**config.mk**
```make
export PLATFORM = sky130hd
export DESIGN_NAME = multiplier_sequencer_8_bit
export DESIGN_NICKNAME = d
export VERILOG_FILES = /design/src/rtl/multiplier_sequencer_8_bit.sv
export SDC_FILE = /design/constraint.sdc
export NUM_CORES = 1
export LEC_CHECK = 0
export BUFFER_PORTS_ARGS = -buffer_cell sky130_fd_sc_hd__buf_2
export CORE_MARGIN = 4
export CORE_UTILIZATION = 50
export DETAILED_ROUTE_END_ITERATION = 16
export GPL_TIMING_DRIVEN = 0
export PLACE_DENSITY = 0.87
export SLEW_MARGIN = 20
export SYNTH_ARGS = -nofsm -noshare
export SYNTH_HDL_FRONTEND = slang
export SYNTH_SLANG_ARGS = --single-unit
export TNS_END_PERCENT = 10
```
**constraint.sdc**
```tcl
create_clock -name Clk -period 2.5 [get_ports Clk]
set_input_delay 0.5 -clock Clk [delete_from_list [all_inputs] [get_ports Clk]]
set_output_delay 0.5 -clock Clk [all_outputs]
set_load 0.05 [all_outputs]
```
**src/rtl/multiplier_sequencer_8_bit.sv**
```systemverilog
// Control and datapath for an 8-bit signed shift-add multiplier.
// The 16-bit product ends in A:B; X carries the sign extension of A.

module adder_subtractor_9_bit (
  input  logic [7:0] A,
  input  logic [7:0] B,
  input  logic       Subtract_Enable,
  output logic [8:0] Sum
);

  logic [8:0] a_ext;
  logic [8:0] b_ext;

  // Subtraction is two's complement: invert the extended operand and add one.
  assign a_ext = {A[7], A};
  assign b_ext = {B[7], B} ^ {9{Subtract_Enable}};
  assign Sum   = a_ext + b_ext + {8'd0, Subtract_Enable};

endmodule

module multiplier_sequencer_8_bit (
  input  logic       Clk,
  input  logic       Reset_n,
  input  logic       Run,
  input  logic       ClearA_LoadB,
  input  logic [7:0] S,
  output logic [7:0] Aval,
  output logic [7:0] Bval,
  output logic       X,
  output logic       Done
);

  typedef enum logic [1:0] {
    IDLE,
    ADD,
    SHIFT,
    HOLD
  } state_t;

  state_t     state;
  logic [2:0] cnt;
  logic [7:0] a_reg;
  logic [7:0] b_reg;
  logic       x_reg;
  logic       done_reg;
  logic       sub_en;
  logic [8:0] sum;

  // Multiplier bit 7 carries negative weight, so the last iteration subtracts.
  assign sub_en = (state == ADD) && (cnt == 3'd7);

  adder_subtractor_9_bit u_addsub (
    .A               (a_reg),
    .B               (S),
    .Subtract_Enable (sub_en),
    .Sum             (sum)
  );

  always_ff @(posedge Clk or negedge Reset_n) begin
    if (!Reset_n) begin
      state    <= IDLE;
      cnt      <= 3'd0;
      a_reg    <= 8'h00;
      b_reg    <= 8'h00;
      x_reg    <= 1'b0;
      done_reg <= 1'b0;
    end else begin
      case (state)
        IDLE: begin
          if (ClearA_LoadB) begin
            a_reg <= 8'h00;
            x_reg <= 1'b0;
            b_reg <= S;
          end else if (Run) begin
            a_reg <= 8'h00;
            x_reg <= 1'b0;
            cnt   <= 3'd0;
            state <= ADD;
          end
        end
        ADD: begin
          if (b_reg[0]) begin
            {x_reg, a_reg} <= sum;
          end
          state <= SHIFT;
        end
        SHIFT: begin
          a_reg <= {x_reg, a_reg[7:1]};
          b_reg <= {a_reg[0], b_reg[7:1]};
          if (cnt == 3'd7) begin
            state    <= HOLD;
            done_reg <= 1'b1;
          end else begin
            cnt   <= cnt + 3'd1;
            state <= ADD;
          end
        end
        HOLD: begin
          // Run must fall before a new operation can begin.
          if (!Run) begin
            state    <= IDLE;
            done_reg <= 1'b0;
          end
        end
        default: state <= IDLE;
      endcase
    end
  end

  assign Aval = a_reg;
  assign Bval = b_reg;
  assign X    = x_reg;
  assign Done = done_reg;

endmodule

```
Yosys cells after proc, flatten, opt, wreduce, memory -nomap -nowiden
Index checks and enable logic that the tools add are counted.
{"block": "totals", "output_inout_bits": 18, "in_bits": 12, "word_cells": 56, "regBits": 23}
{"block": "op_classes", "n_eq_ne": 12, "n_reduce_logical": 12, "bitwise": 1, "mux": 22, "add_sub_neg": 3}
{"op": "$mux 8", "n": 4}
{"op": "$pmux 8 s3", "n": 1}
{"op": "$pmux 8 s2", "n": 1}
{"op": "$ne 2x2->1 const B", "n": 7}
{"op": "$reduce_and 3->1", "n": 4}
{"op": "$add 9x1->9", "n": 1}
{"op": "$add 9x9->9", "n": 1}
{"op": "$mux 3", "n": 3}
{"op": "$xor 9x9->9", "n": 1}
{"op": "$mux 2", "n": 4}
{"op": "$pmux 2 s4", "n": 1}
{"op": "$pmux 3 s2", "n": 1}
{"op": "$reduce_bool 2->1", "n": 3}
{"op": "$mux 1", "n": 5}
{"op": "$eq 2x2->1 const B", "n": 2}
{"op": "$pmux 1 s2", "n": 2}
{"op": "$reduce_and 4->1", "n": 1}
{"op": "$add 3x1->3 const B", "n": 1}
{"op": "$eq 3x3->1 const B", "n": 1}
{"op": "$ne 3x3->1 const B", "n": 1}
{"op": "$reduce_bool 3->1", "n": 1}
{"op": "$eq 2x1->1 const B", "n": 1}
{"op": "$logic_not 2->1", "n": 1}
{"op": "$reduce_and 2->1", "n": 1}
{"op": "$logic_and 1x1->1", "n": 1}

Longest topological paths before layout
Gate-level depths: netlist (run 1).
{"block": "logic_depth", "word_depth": 7, "mapped_depth": 12, "ltp_nobuf": 11}

Hierarchy
A second synthesis (run 1) with hierarchy kept.
{"block": "unflattened", "cells_unflattened": 178, "hier_area_um2": 1755.4}
{"module": "multiplier_sequencer_8_bit", "n_inst": 1, "area_each_um2": 1357.6, "cells_each": 127, "seq_area_each_um2": 575.6}
{"module": "adder_subtractor_9_bit", "n_inst": 1, "area_each_um2": 397.9, "cells_each": 51, "seq_area_each_um2": 0.0}

Worst setup path after synthesis (run 1)
OpenSTA, ideal clock, no wires.
{"block": "synth_path", "path_type": "flip-flop to flip-flop", "from": "reg cnt[0]", "to": "reg a_reg[6], in the netlist Aval[6]", "stages_incl_launch_ff": 13, "required_ns": 2.369, "setup_slack_ns": -0.080, "n_path_buf": 1, "setup_time_ns": 0.131, "arrival_time_ns": 2.449, "period_less_slack_ns": 2.580, "path_cell_list": "dfrtp_1 > ha_1 > ha_1 > buf_2 > nand2_1 > xnor2_1 > inv_1 > fa_1 > nor2b_1 > nor3_1 > o21ai_1 > xnor2_1 > o221ai_2"}
{"block": "synth_via", "elab_chain_len": 7}
{"element": "start: declaration", "line_no": "41", "rtl": "logic [2:0] cnt;"}
{"element": "start signal: assignment", "line_no": "94", "rtl": "cnt <= cnt + 3'd1;"}
{"element": "$eq 3x3->1 *", "line_no": "50", "rtl": "assign sub_en = (state == ADD) && (cnt == 3'd7);"}
{"element": "$logic_and 1x1->1 *", "line_no": "50"}
{"element": "$xor 9x9->9", "line_no": "16", "rtl": "assign b_ext = {B[7], B} ^ {9{Subtract_Enable}};"}
{"element": "$add 9x9->9", "line_no": "17", "rtl": "assign Sum = a_ext + b_ext + {8'd0, Subtract_Enable};"}
{"element": "$add 9x1->9 *", "line_no": "17"}
{"element": "$mux 8 *", "line_no": "82", "rtl": "if (b_reg[0]) begin"}
{"element": "$pmux 8 s3 *", "line_no": "68", "rtl": "case (state)"}
{"element": "end signal: assignment", "line_no": "83", "rtl": "{x_reg, a_reg} <= sum;"}
{"element": "end signal: assignment", "line_no": "88", "rtl": "a_reg <= {x_reg, a_reg[7:1]};"}
{"element": "end: declaration", "line_no": "42", "rtl": "logic [7:0] a_reg;"}
Mark *: on every way between the ends. The rest lies on a longest branch, timed or not. The select of a mux whose other input is x is not followed.
A chain may end at the register's enable or synchronous reset.

Worst setup path in the final report (run 1)
{"block": "layout_path", "from": "reg cnt[0]", "to": "reg a_reg[7], in the netlist Aval[7]"}
Same word-level chain as after synthesis.

==> results.sh, run 1 <==
export IMPL_vias=1610
export IMPL_worst_setup_path_type="reg2reg"
export IMPL_drtPass1Iterations=4
export IMPL_rsz0062_at_grt="true"
export IMPL_floorplan_die_width_um=65.67
export IMPL_r2r_cells=11
export IMPL_fp_dieH_um=65.67
export IMPL_rrSetupSlack_ns=0.06
export IMPL_grt_ovfl_total=0
export IMPL_synth_nets=211
export IMPL_fin_crit_sh_pct=97.67
export IMPL_yosysSeqAreaShare_pct=34.61
export IMPL_rows=20
export IMPL_core_area_um2=3128
export IMPL_routabilityCongestion=0.8255
export IMPL_ir_drop_v=0.0008290
export IMPL_netlist_area_um2=1663
export IMPL_fin_skew_ns=0.006273
export IMPL_dieArea_um2=4313
export IMPL_clock_path_buffers=2
export IMPL_hpwl_um=3037
export IMPL_outcome="finished, final reports clean"
export IMPL_slew_headroom_pct=64.54
export IMPL_r2r_start="cnt[0]$_DFFE_PN0P_"
export IMPL_synth_cells=182
export IMPL_grt_pass1_vias=1532
export IMPL_ant_nets=0
export IMPL_port_buffers=29
export IMPL_drive_gt1_share_pct=32.46
export IMPL_cp_max_fo=6
export IMPL_endpoint="Aval[7]$_DFFE_PN0P_"
export IMPL_ys_warn_count=0
export IMPL_placed_area_um2=1866
export IMPL_drtIter0Drc=70
export IMPL_ys_ff_latch=23
export IMPL_htree_levels=1
export IMPL_max_cap_violations=0
export IMPL_grt_usage_pct=21.65
export IMPL_finalNetCount=258
export IMPL_final_util_pct=67.60
export IMPL_fillers=246
export IMPL_cts_tree="yes"
export IMPL_hold_path_class="in2async"
export IMPL_maxSlewViolCount=0
export IMPL_tightestPinTransition_ns=0.5318
export IMPL_final_area_um2=2115
export IMPL_grt_antenna_before_repair=0
export IMPL_worstPathArrival_ns=2.66
export IMPL_crit_start="cnt[0]$_DFFE_PN0P_"
export IMPL_async_flop_share_pct=100.0
export IMPL_rr_endpoint="Aval[7]$_DFFE_PN0P_"
export IMPL_routed_wirelength_um=4459
export IMPL_initial_core_util_pct=53.16
export IMPL_clock_sinks=23
export IMPL_cp_end_kind="flip-flop"
export IMPL_cp_data_required_time_ns=2.72
export IMPL_avgViaCountPerCell=5.919
export IMPL_diodes=0
export IMPL_drc_errors=0
export IMPL_pwr_density_cell_nw_per_um2=1366
export IMPL_setup_viol=0
export IMPL_synth_ff_type="dfrtp_1"
export IMPL_grt_pass1_wl_um=7300
export IMPL_hold_violations=0
export IMPL_ios=30
export IMPL_synthDistinctLibCells=37
export IMPL_startpoint_type="flip-flop"
export IMPL_area_growth_syn_to_layout_pct=27.16
export IMPL_clock_latency_ns=0.32
export IMPL_synth_edf_count=0
export IMPL_grt_max_degree=24
export IMPL_leakage_nw=0.9412
export IMPL_clk_pin_slew_ns=0.14
export IMPL_wl_per_cell_um=16.39
export IMPL_avgSynthCellArea_um2=9.137
export IMPL_cts_buffers=3
export IMPL_fin_crit_ns=2.442
export IMPL_cts_root_buf="clkbuf_4"
export IMPL_max_freq_ghz=0.4095
==> cell usage after synthesis, types with 3 or more instances <==
library cell / count / share of area [%]
o21ai_0: 13 / 3.9
ha_1: 16 / 12
nand2_1: 15 / 3.4
buf_2: 3 / 0.90
xnor2_1: 11 / 5.8
a22o_1: 3 / 1.6
a21oi_1: 17 / 5.1
inv_1: 11 / 2.5
nor2_1: 5 / 1.1
nand3_1: 3 / 0.90
o221ai_2: 4 / 3.6
o22ai_1: 18 / 6.8
clkbuf_1: 3 / 0.68
dfrtp_1: 23 / 35
nand4_1: 6 / 2.3
nand2b_1: 4 / 1.5
==> flip-flops by register name, indices dropped and copies added (netlist names) <==
| signal | cells |
|---|---|
| Done | 1 |
| Bval | 8 |
| Aval | 8 |
| X | 1 |
| state | 2 |
| cnt | 3 |
==> metrics by stage <==
step / power [mW] / setup TNS, ns / hold WS (ns) / setup slack (ns) / std cells
floorplan: 2.086 / 0 / 0.2044 / 0.02776 / 182
global placement: 2.451 / -0.7150 / 0.5130 / -0.2130 / 255
detailed placement: 2.512 / -1.117 / 0.5159 / -0.2811 / 255
CTS: 2.757 / -0.004701 / 0.1571 / -0.004701 / 263
global route: 3.128 / -0.07915 / 0.1428 / -0.04529 / 272
finish: 2.889 / 0 / 0.1355 / 0.05824 / 272
==> power by group <==
part	internal (mW)	switching (mW)	total, mW
Combinational	0.688	1.30	1.99
Sequential	0.537	0.185	0.722
Clock	0.0599	0.121	0.181
==> per-layer routing <==
layer  global-route usage, %  vias to the layer above  part of all wire [%]
li1                        -                      766                     -
met1                   29.03                      775                    42
met2                   35.92                       64                    50
met3                   2.564                        5                   6.4
met4                   7.254                        0                   1.2
met5                       0                        -                     0
==> cells by family (layout without fill, tap and decap cells) <==
| kind of cell | count (synthesis) | in the layout | share of synthesized area, % |
|---|---|---|---|
| AO/OA/AOI/OAI | 66 | 66 | 26.04 |
| AND/OR/NAND/NOR | 43 | 43 | 13.84 |
| flip-flops | 23 | 23 | 34.61 |
| buffers and inverters | 19 | 65 | 4.815 |
| adder cells (fa/ha/maj) | 17 | 17 | 13.24 |
| XOR/XNOR | 13 | 13 | 6.847 |
| multiplexers | 1 | 1 | 0.6020 |
==> cell usage in the layout, fill, tap and decap left out, types with 2 or more instances in the layout <==
| cell | instances |
|---|---|
| o221ai_2 | 4 |
| nand2b_1 | 4 |
| nand2_1 | 14 |
| buf_4 | 14 |
| a22o_1 | 3 |
| o22ai_1 | 18 |
| clkbuf_1 | 3 |
| and2_1 | 2 |
| nor2_1 | 5 |
| dfrtp_1 | 23 |
| nor3_2 | 2 |
| inv_1 | 10 |
| o21ai_0 | 12 |
| a21oi_1 | 16 |
| xnor2_2 | 3 |
| ha_1 | 14 |
| clkbuf_4 | 3 |
| buf_2 | 31 |
| xor2_1 | 2 |
| xnor2_1 | 7 |
| nand4_1 | 6 |
| o21ai_1 | 3 |
| nand3_1 | 3 |
==> critical path, stage by stage (launching register included) <==
cell	delay, ns
dfrtp_1	0.42
ha_2	0.21
ha_4	0.17
buf_8	0.13
nand2_8	0.10
xnor2_2	0.14
ha_1	0.25
a21oi_1	0.20
o211ai_2	0.19
a41oi_2	0.25
xor2_1	0.19
o221ai_2	0.10
==> how the worst min path moves through the flow <==
stage	startpoint	endpoint	slack, ns
3_3_place_gp	Reset_n	cnt[2]$_DFFE_PN0P_	0.51
4_1_cts	Reset_n	Bval[2]$_DFFE_PN0P_	0.16
3_5_place_dp	Reset_n	cnt[1]$_DFFE_PN0P_	0.52
6_report	Reset_n	Aval[3]$_DFFE_PN0P_	0.14
2_1_floorplan	Reset_n	Aval[0]$_DFFE_PN0P_	0.20
5_1_grt	Reset_n	Aval[3]$_DFFE_PN0P_	0.14
==> final cells by class <==
class	count	area (um^2)	share of cell area [%]
clock buffer	3	22.52	1.065
inverter	11	41.29	1.953
buffer	8	55.05	2.604
multi-input combinational	140	1117	52.84
clock inverter	1	5.005	0.2367
tap	44	55.05	2.604
timing repair buffer	42	242.7	11.48
sequential	23	575.6	27.22
==> repair_timing <==
item,4_1_cts,5_1_grt
gates resized for setup,9,19
pin swaps,5,8
setup endpoints to repair,5,5
hold buffers,0,0
buffers inserted,4,9
Power figures use the tool's default switching activity.
==> run 2, diff against run 1 <==
--- a/config.mk
+++ b/config.mk
@@ -7,10 +7,10 @@
 export LEC_CHECK = 0
 export BUFFER_PORTS_ARGS = -buffer_cell sky130_fd_sc_hd__buf_2
 export CORE_MARGIN = 4
-export CORE_UTILIZATION = 50
+export CORE_UTILIZATION = 55
 export DETAILED_ROUTE_END_ITERATION = 16
 export GPL_TIMING_DRIVEN = 0
-export PLACE_DENSITY = 0.87
+export PLACE_DENSITY = 0.9
 export SLEW_MARGIN = 20
 export SYNTH_ARGS = -nofsm -noshare
 export SYNTH_HDL_FRONTEND = slang
==> constraint.sdc (replaced) <==
create_clock -name Clk -period 2.66 [get_ports Clk]
set_input_delay 0.532 -clock Clk [delete_from_list [all_inputs] [get_ports Clk]]
set_output_delay 0.532 -clock Clk [all_outputs]
set_load 0.05 [all_outputs]
==> run 2 against run 1 <==
  * Die area decreased by 8.0%
  * Register-to-register slack better by 0.06 ns
  * Clock power down 10%
  * Critical path depth rose by 1
  * Count of clock-buffer cells in the layout stayed put
  * Fmax decreased by 4.1%
  * Critical path type unchanged
  * Sequential cell count did not move
  * Utilization rose by 2.5 points
  * Clock skew fell by 0.0035 ns
  * Highest routed layer unchanged
  * Cell count shrank 7.7%
  * Combinational power down 12%
  * Setup slack better by 0.056 ns
==> results.sh, run 2 (synthesis gave the netlist of run 1 again) <==
export IMPL_port_buffers=29
export IMPL_ir_drop_v=0.0008431
export IMPL_drtPass1Iterations=4
export IMPL_grt_antenna_before_repair=0
export IMPL_finalNetCount=250
export IMPL_routabilityCongestion=0.8178
export IMPL_drive_gt1_share_pct=27.27
export IMPL_hold_path_class="in2async"
export IMPL_drc_errors=0
export IMPL_pwr_density_cell_nw_per_um2=1313
export IMPL_fin_crit_sh_pct=95.69
export IMPL_core_area_um2=2829
export IMPL_setup_viol=0
export IMPL_worst_setup_path_type="reg2reg"
export IMPL_cts_tree="yes"
export IMPL_cts_hold_buf=0
export IMPL_max_freq_ghz=0.3929
export IMPL_cp_max_fo=10
export IMPL_slew_headroom_pct=65.29
export IMPL_hold_violations=0
export IMPL_cp_data_required_time_ns=2.87
export IMPL_ios=30
export IMPL_cp_end_kind="flip-flop"
export IMPL_floorplan_die_width_um=62.99
export IMPL_fin_hold_ws_ns=0.1700
export IMPL_wl_per_cell_um=16.52
export IMPL_ant_nets=0
export IMPL_critical_path_top_delay_family="adder cells"
export IMPL_diodes=0
export IMPL_placedCellCount=242
export IMPL_grt_pass1_wl_um=6699
export IMPL_hpwl_um=2994
export IMPL_max_cap_violations=0
export IMPL_maxSlewViolCount=0
export IMPL_final_common_cell="buf_2"
export IMPL_clock_latency_ns=0.31
export IMPL_critPathMaxStageDelay_ns=0.42
export IMPL_startpoint_type="flip-flop"
export IMPL_tightestPinTransition_ns=0.5206
export IMPL_initial_core_util_pct=58.78
export IMPL_rsz0062_at_grt="true"
export IMPL_grt_ovfl_total=0
export IMPL_cts_root_buf="clkbuf_4"
export IMPL_drtIter0Drc=66
export IMPL_grt_pass1_vias=1480
export IMPL_area_growth_syn_to_layout_pct=19.19
export IMPL_stdcell_count=251
export IMPL_grt_max_degree=24
export IMPL_htree_levels=1
export IMPL_routed_wirelength_um=4146
export IMPL_grt_usage_pct=20.84
export IMPL_outcome="finished, final reports clean"
export IMPL_dieArea_um2=3967
export IMPL_clk_pin_slew_ns=0.12
export IMPL_cp_slowest_cell="dfrtp_1"
export IMPL_cts_buffers=3
export IMPL_crit_chain="ha_1 -> ha_1 -> buf_4 -> nand2_8 -> buf_4 -> xnor2_1 -> ha_1 -> a21oi_1 -> o21ai_0 -> a41oi_2 -> xor2_1 -> o221ai_2"
export IMPL_fin_crit_ns=2.545
export IMPL_cp_num_buf_inv=2
export IMPL_mostFrequentLayoutCells="buf_2 (31), dfrtp_1 (23), o22ai_1 (18), a21oi_1 (16), ha_1 (15)"
export IMPL_finalSetupTns_ns=0
export IMPL_avgViaCountPerCell=6.211
export IMPL_cp_common_cell="ha_1"
export IMPL_clock_sinks=23
export IMPL_worstPathArrival_ns=2.76
export IMPL_leakage_nw=0.8804
export IMPL_fp_dieH_um=62.99
export IMPL_clock_path_buffers=2
export IMPL_vias=1559
export IMPL_fin_skew_ns=0.002781
export IMPL_rows=19
run 2: changes by cell type in the layout (fill, tap and decap cells not counted), sizes merged:
cell	change
buf	-9
clkbuf	+1
run 2: timing repair:
item                       in CTS  in global routing
gates resized for setup         4                 10
setup buffers                   3                  2
setup endpoints to repair       6                  5
hold endpoints to repair        0                  0
pin swaps                       1                  4
run 2: metal layers:
metal,part of all wire (%),wire (um),global-route usage (%),vias to the layer above
met1,44,1824,26.58,752
li1,-,-,-,748
met3,6.1,252,3.957,2
met4,0.46,19,3.306,0
met5,0,0,0,-
met2,49,2050,36.89,57
run 2: worst paths after layout:
| path | to | start | cells after the start | slack, ns |
|---|---|---|---|---|
| max | Aval[7]$_DFFE_PN0P_ | cnt[0]$_DFFE_PN0P_ | 12 | 0.11 |
| min | state[0]$_DFFE_PN0P_ | Reset_n | 1 | 0.17 |
| max reg2reg | Aval[7]$_DFFE_PN0P_ | cnt[0]$_DFFE_PN0P_ | 12 | 0.11 |
| min reg2reg | cnt[1]$_DFFE_PN0P_ | cnt[1]$_DFFE_PN0P_ | 1 | 0.56 |
| max in group asynchronous | Aval[6]$_DFFE_PN0P_ | Reset_n | 1 | 2.14 |
| min in group Clk | Bval[6]$_DFFE_PN0P_ | S[6] | 3 | 0.54 |
run 2: cell type report:
class	count	area (um^2)
plain buffers	8	41.29
clock buffers	3	22.52
clock inverters	1	5.005
fillers	217	847.1
inverters	11	41.29
multi-input cells	140	1075
flip-flops and latches	23	575.6
well taps	31	38.79
repair buffers	34	182.7
run 2: where the power goes:
group / switching, mW / total, mW / internal (mW)
Combinational: 1.18 / 1.76 / 0.583
Clock: 0.106 / 0.162 / 0.0563
Sequential: 0.172 / 0.676 / 0.504
run 2: stage by stage:
step	setup WS, ns	area (um^2)	util (%)	power (mW)
floorplan	0.08028	1663	-	1.959
global placement	-0.1558	1847	65.28	2.300
detailed placement	-0.1974	1847	65.28	2.345
CTS	0.002032	1914	67.67	2.525
global route	-0.01765	1982	70.06	2.799
finish	0.1146	1982	70.06	2.601
==> run 3, diff against run 2 <==
--- a/config.mk
+++ b/config.mk
@@ -10,7 +10,7 @@
 export CORE_UTILIZATION = 55
 export DETAILED_ROUTE_END_ITERATION = 16
 export GPL_TIMING_DRIVEN = 0
-export PLACE_DENSITY = 0.9
+export PLACE_DENSITY_LB_ADDON = 0.25
 export SLEW_MARGIN = 20
 export SYNTH_ARGS = -nofsm -noshare
 export SYNTH_HDL_FRONTEND = slang
==> run 3 against run 2 <==
  * Design area fell by 2.8%
  * Non-clock buffer count shrank 4
  * Sequential cell count did not move
  * Global-route usage is 0.45 points higher
  * Cell count down 1.6%
  * First-iteration DRC count up 44%
  * Critical path type unchanged
  * Highest routed layer unchanged
==> results.sh, run 3 (synthesis gave the netlist of run 1 again) <==
export IMPL_clock_path_buffers=2
export IMPL_cp_end_kind="flip-flop"
export IMPL_grt_ovfl_total=0
export IMPL_finalNetCount=246
export IMPL_fin_crit_ns=2.549
export IMPL_final_area_um2=1927
export IMPL_cts_tree="yes"
export IMPL_drtPass1Iterations=4
export IMPL_power_mw=2.580
export IMPL_max_freq_ghz=0.3923
export IMPL_hold_path_class="in2async"
export IMPL_placedCellCount=242
export IMPL_hpwl_um=3111
export IMPL_routabilityCongestion=0.8049
export IMPL_crit_start="cnt[0]$_DFFE_PN0P_"
export IMPL_dieArea_um2=3967
export IMPL_cp_max_fo=10
export IMPL_wl_per_cell_um=16.51
export IMPL_r2r_start="cnt[0]$_DFFE_PN0P_"
export IMPL_tightestPinTransition_ns=0.5291
export IMPL_rsz0062_at_grt="true"
export IMPL_startpoint_type="flip-flop"
export IMPL_ios=30
export IMPL_htree_levels=1
export IMPL_fin_crit_sh_pct=95.83
export IMPL_drc_errors=0
export IMPL_worstPathArrival_ns=2.77
export IMPL_ir_drop_v=0.0007979
export IMPL_stdcell_count=247
export IMPL_clk_pin_slew_ns=0.13
export IMPL_finalSetupTns_ns=0
export IMPL_power_frac_comb_pct=67.3
export IMPL_grt_antenna_before_repair=0
export IMPL_outcome="finished, final reports clean"
export IMPL_grt_max_degree=24
export IMPL_cts_root_buf="clkbuf_4"
export IMPL_area_growth_syn_to_layout_pct=15.88
export IMPL_avgViaCountPerCell=6.235
export IMPL_cp_data_required_time_ns=2.89
export IMPL_rows=19
export IMPL_ant_nets=0
export IMPL_clock_latency_ns=0.32
export IMPL_grt_pass1_vias=1555
export IMPL_port_buffers=29
export IMPL_cts_buffers=3
export IMPL_initial_core_util_pct=58.78
export IMPL_mostFrequentLayoutCells="buf_2 (31), dfrtp_1 (23), o22ai_1 (18), a21oi_1 (17), ha_1 (16)"
export IMPL_max_cap_violations=0
export IMPL_dp_slack_ns=-0.2200
export IMPL_drive_gt1_share_pct=24.07
export IMPL_floorplan_die_width_um=62.99
export IMPL_drtIter0Drc=95
export IMPL_final_common_cell="buf_2"
export IMPL_p_switching_mw=1.453
export IMPL_grt_usage_pct=21.29
export IMPL_fin_hold_ws_ns=0.1681
export IMPL_fin_skew_ns=0.001943
export IMPL_power_frac_clock_pct=6.6
export IMPL_pwr_share_seq_pct=26.1
export IMPL_final_util_pct=68.11
export IMPL_maxSlewViolCount=0
export IMPL_worst_setup_path_type="reg2reg"
export IMPL_power_internal_mw=1.127
export IMPL_clock_sinks=23
export IMPL_rrSetupSlack_ns=0.11
export IMPL_core_area_um2=2829
export IMPL_swShare_pct=56.33
export IMPL_slew_headroom_pct=64.73
export IMPL_hold_violations=0
export IMPL_pwr_density_cell_nw_per_um2=1339
export IMPL_vias=1540
export IMPL_leakage_nw=0.8557
export IMPL_diodes=0
export IMPL_setup_viol=0
export IMPL_setup_slack_ns=0.1109
export IMPL_fp_dieH_um=62.99
export IMPL_placed_area_um2=1847
export IMPL_grt_pass1_wl_um=6879
export IMPL_routed_wirelength_um=4077
[run 3: cell count changes in the layout (fill, tap and decap cells not counted), sizes merged]
cell	previous run	this run
buf	38	34
clkinv	1	0
clkbuf	7	8
[run 3: layer usage]
metal	GRT usage (%)	wire length [um]
met5	0	0
met4	8.540	40
met1	27.19	1882
met2	35.70	2007
met3	3.237	147
[run 3: final timing paths]
kind	to	cells past startpoint
max	X$_DFFE_PN0P_	11
min	Aval[3]$_DFFE_PN0P_	1
max reg2reg	X$_DFFE_PN0P_	11
min reg2reg	Done$_DFFE_PN0P_	2
max in group asynchronous	Bval[4]$_DFFE_PN0P_	1
min in group Clk	Done$_DFFE_PN0P_	3
[run 3: timing repair]
| action | 4_1_cts | 5_1_grt |
|---|---|---|
| pin swaps | 1 | 3 |
| gates cloned | 0 | 0 |
| hold buffers | 0 | 0 |
| setup endpoints to repair | 5 | 5 |
| resized for setup | 3 | 7 |
| setup buffers | 0 | 1 |
| hold endpoints to repair | 0 | 0 |
[run 3: final cells by class]
class	instances	area (um^2)
fill	212	902.1
buffer	8	41.29
clock buffer	4	26.28
multi-input combinational	140	1051
timing repair buffer	30	152.6
tap	31	38.79
inverter	11	41.29
sequential	23	575.6
[run 3: worst max-delay path, stage by stage (launching register included)]
cell	delay, ns
dfrtp_1	0.44
ha_1	0.22
ha_1	0.19
buf_4	0.18
nand2_8	0.11
xnor2_2	0.13
ha_1	0.30
nor2b_2	0.18
nor3_1	0.15
o21ai_1	0.13
and3_1	0.20
o41ai_1	0.22
[run 3: power groups by stage]
stage / clock network [mW] / logic (mW) / registers [mW]
floorplan: 0 / 0.909 / 1.05
global placement: 0 / 1.63 / 0.663
detailed placement: 0 / 1.69 / 0.676
CTS: 0.175 / 1.70 / 0.669
global route: 0.192 / 1.89 / 0.695
finish: 0.171 / 1.74 / 0.674
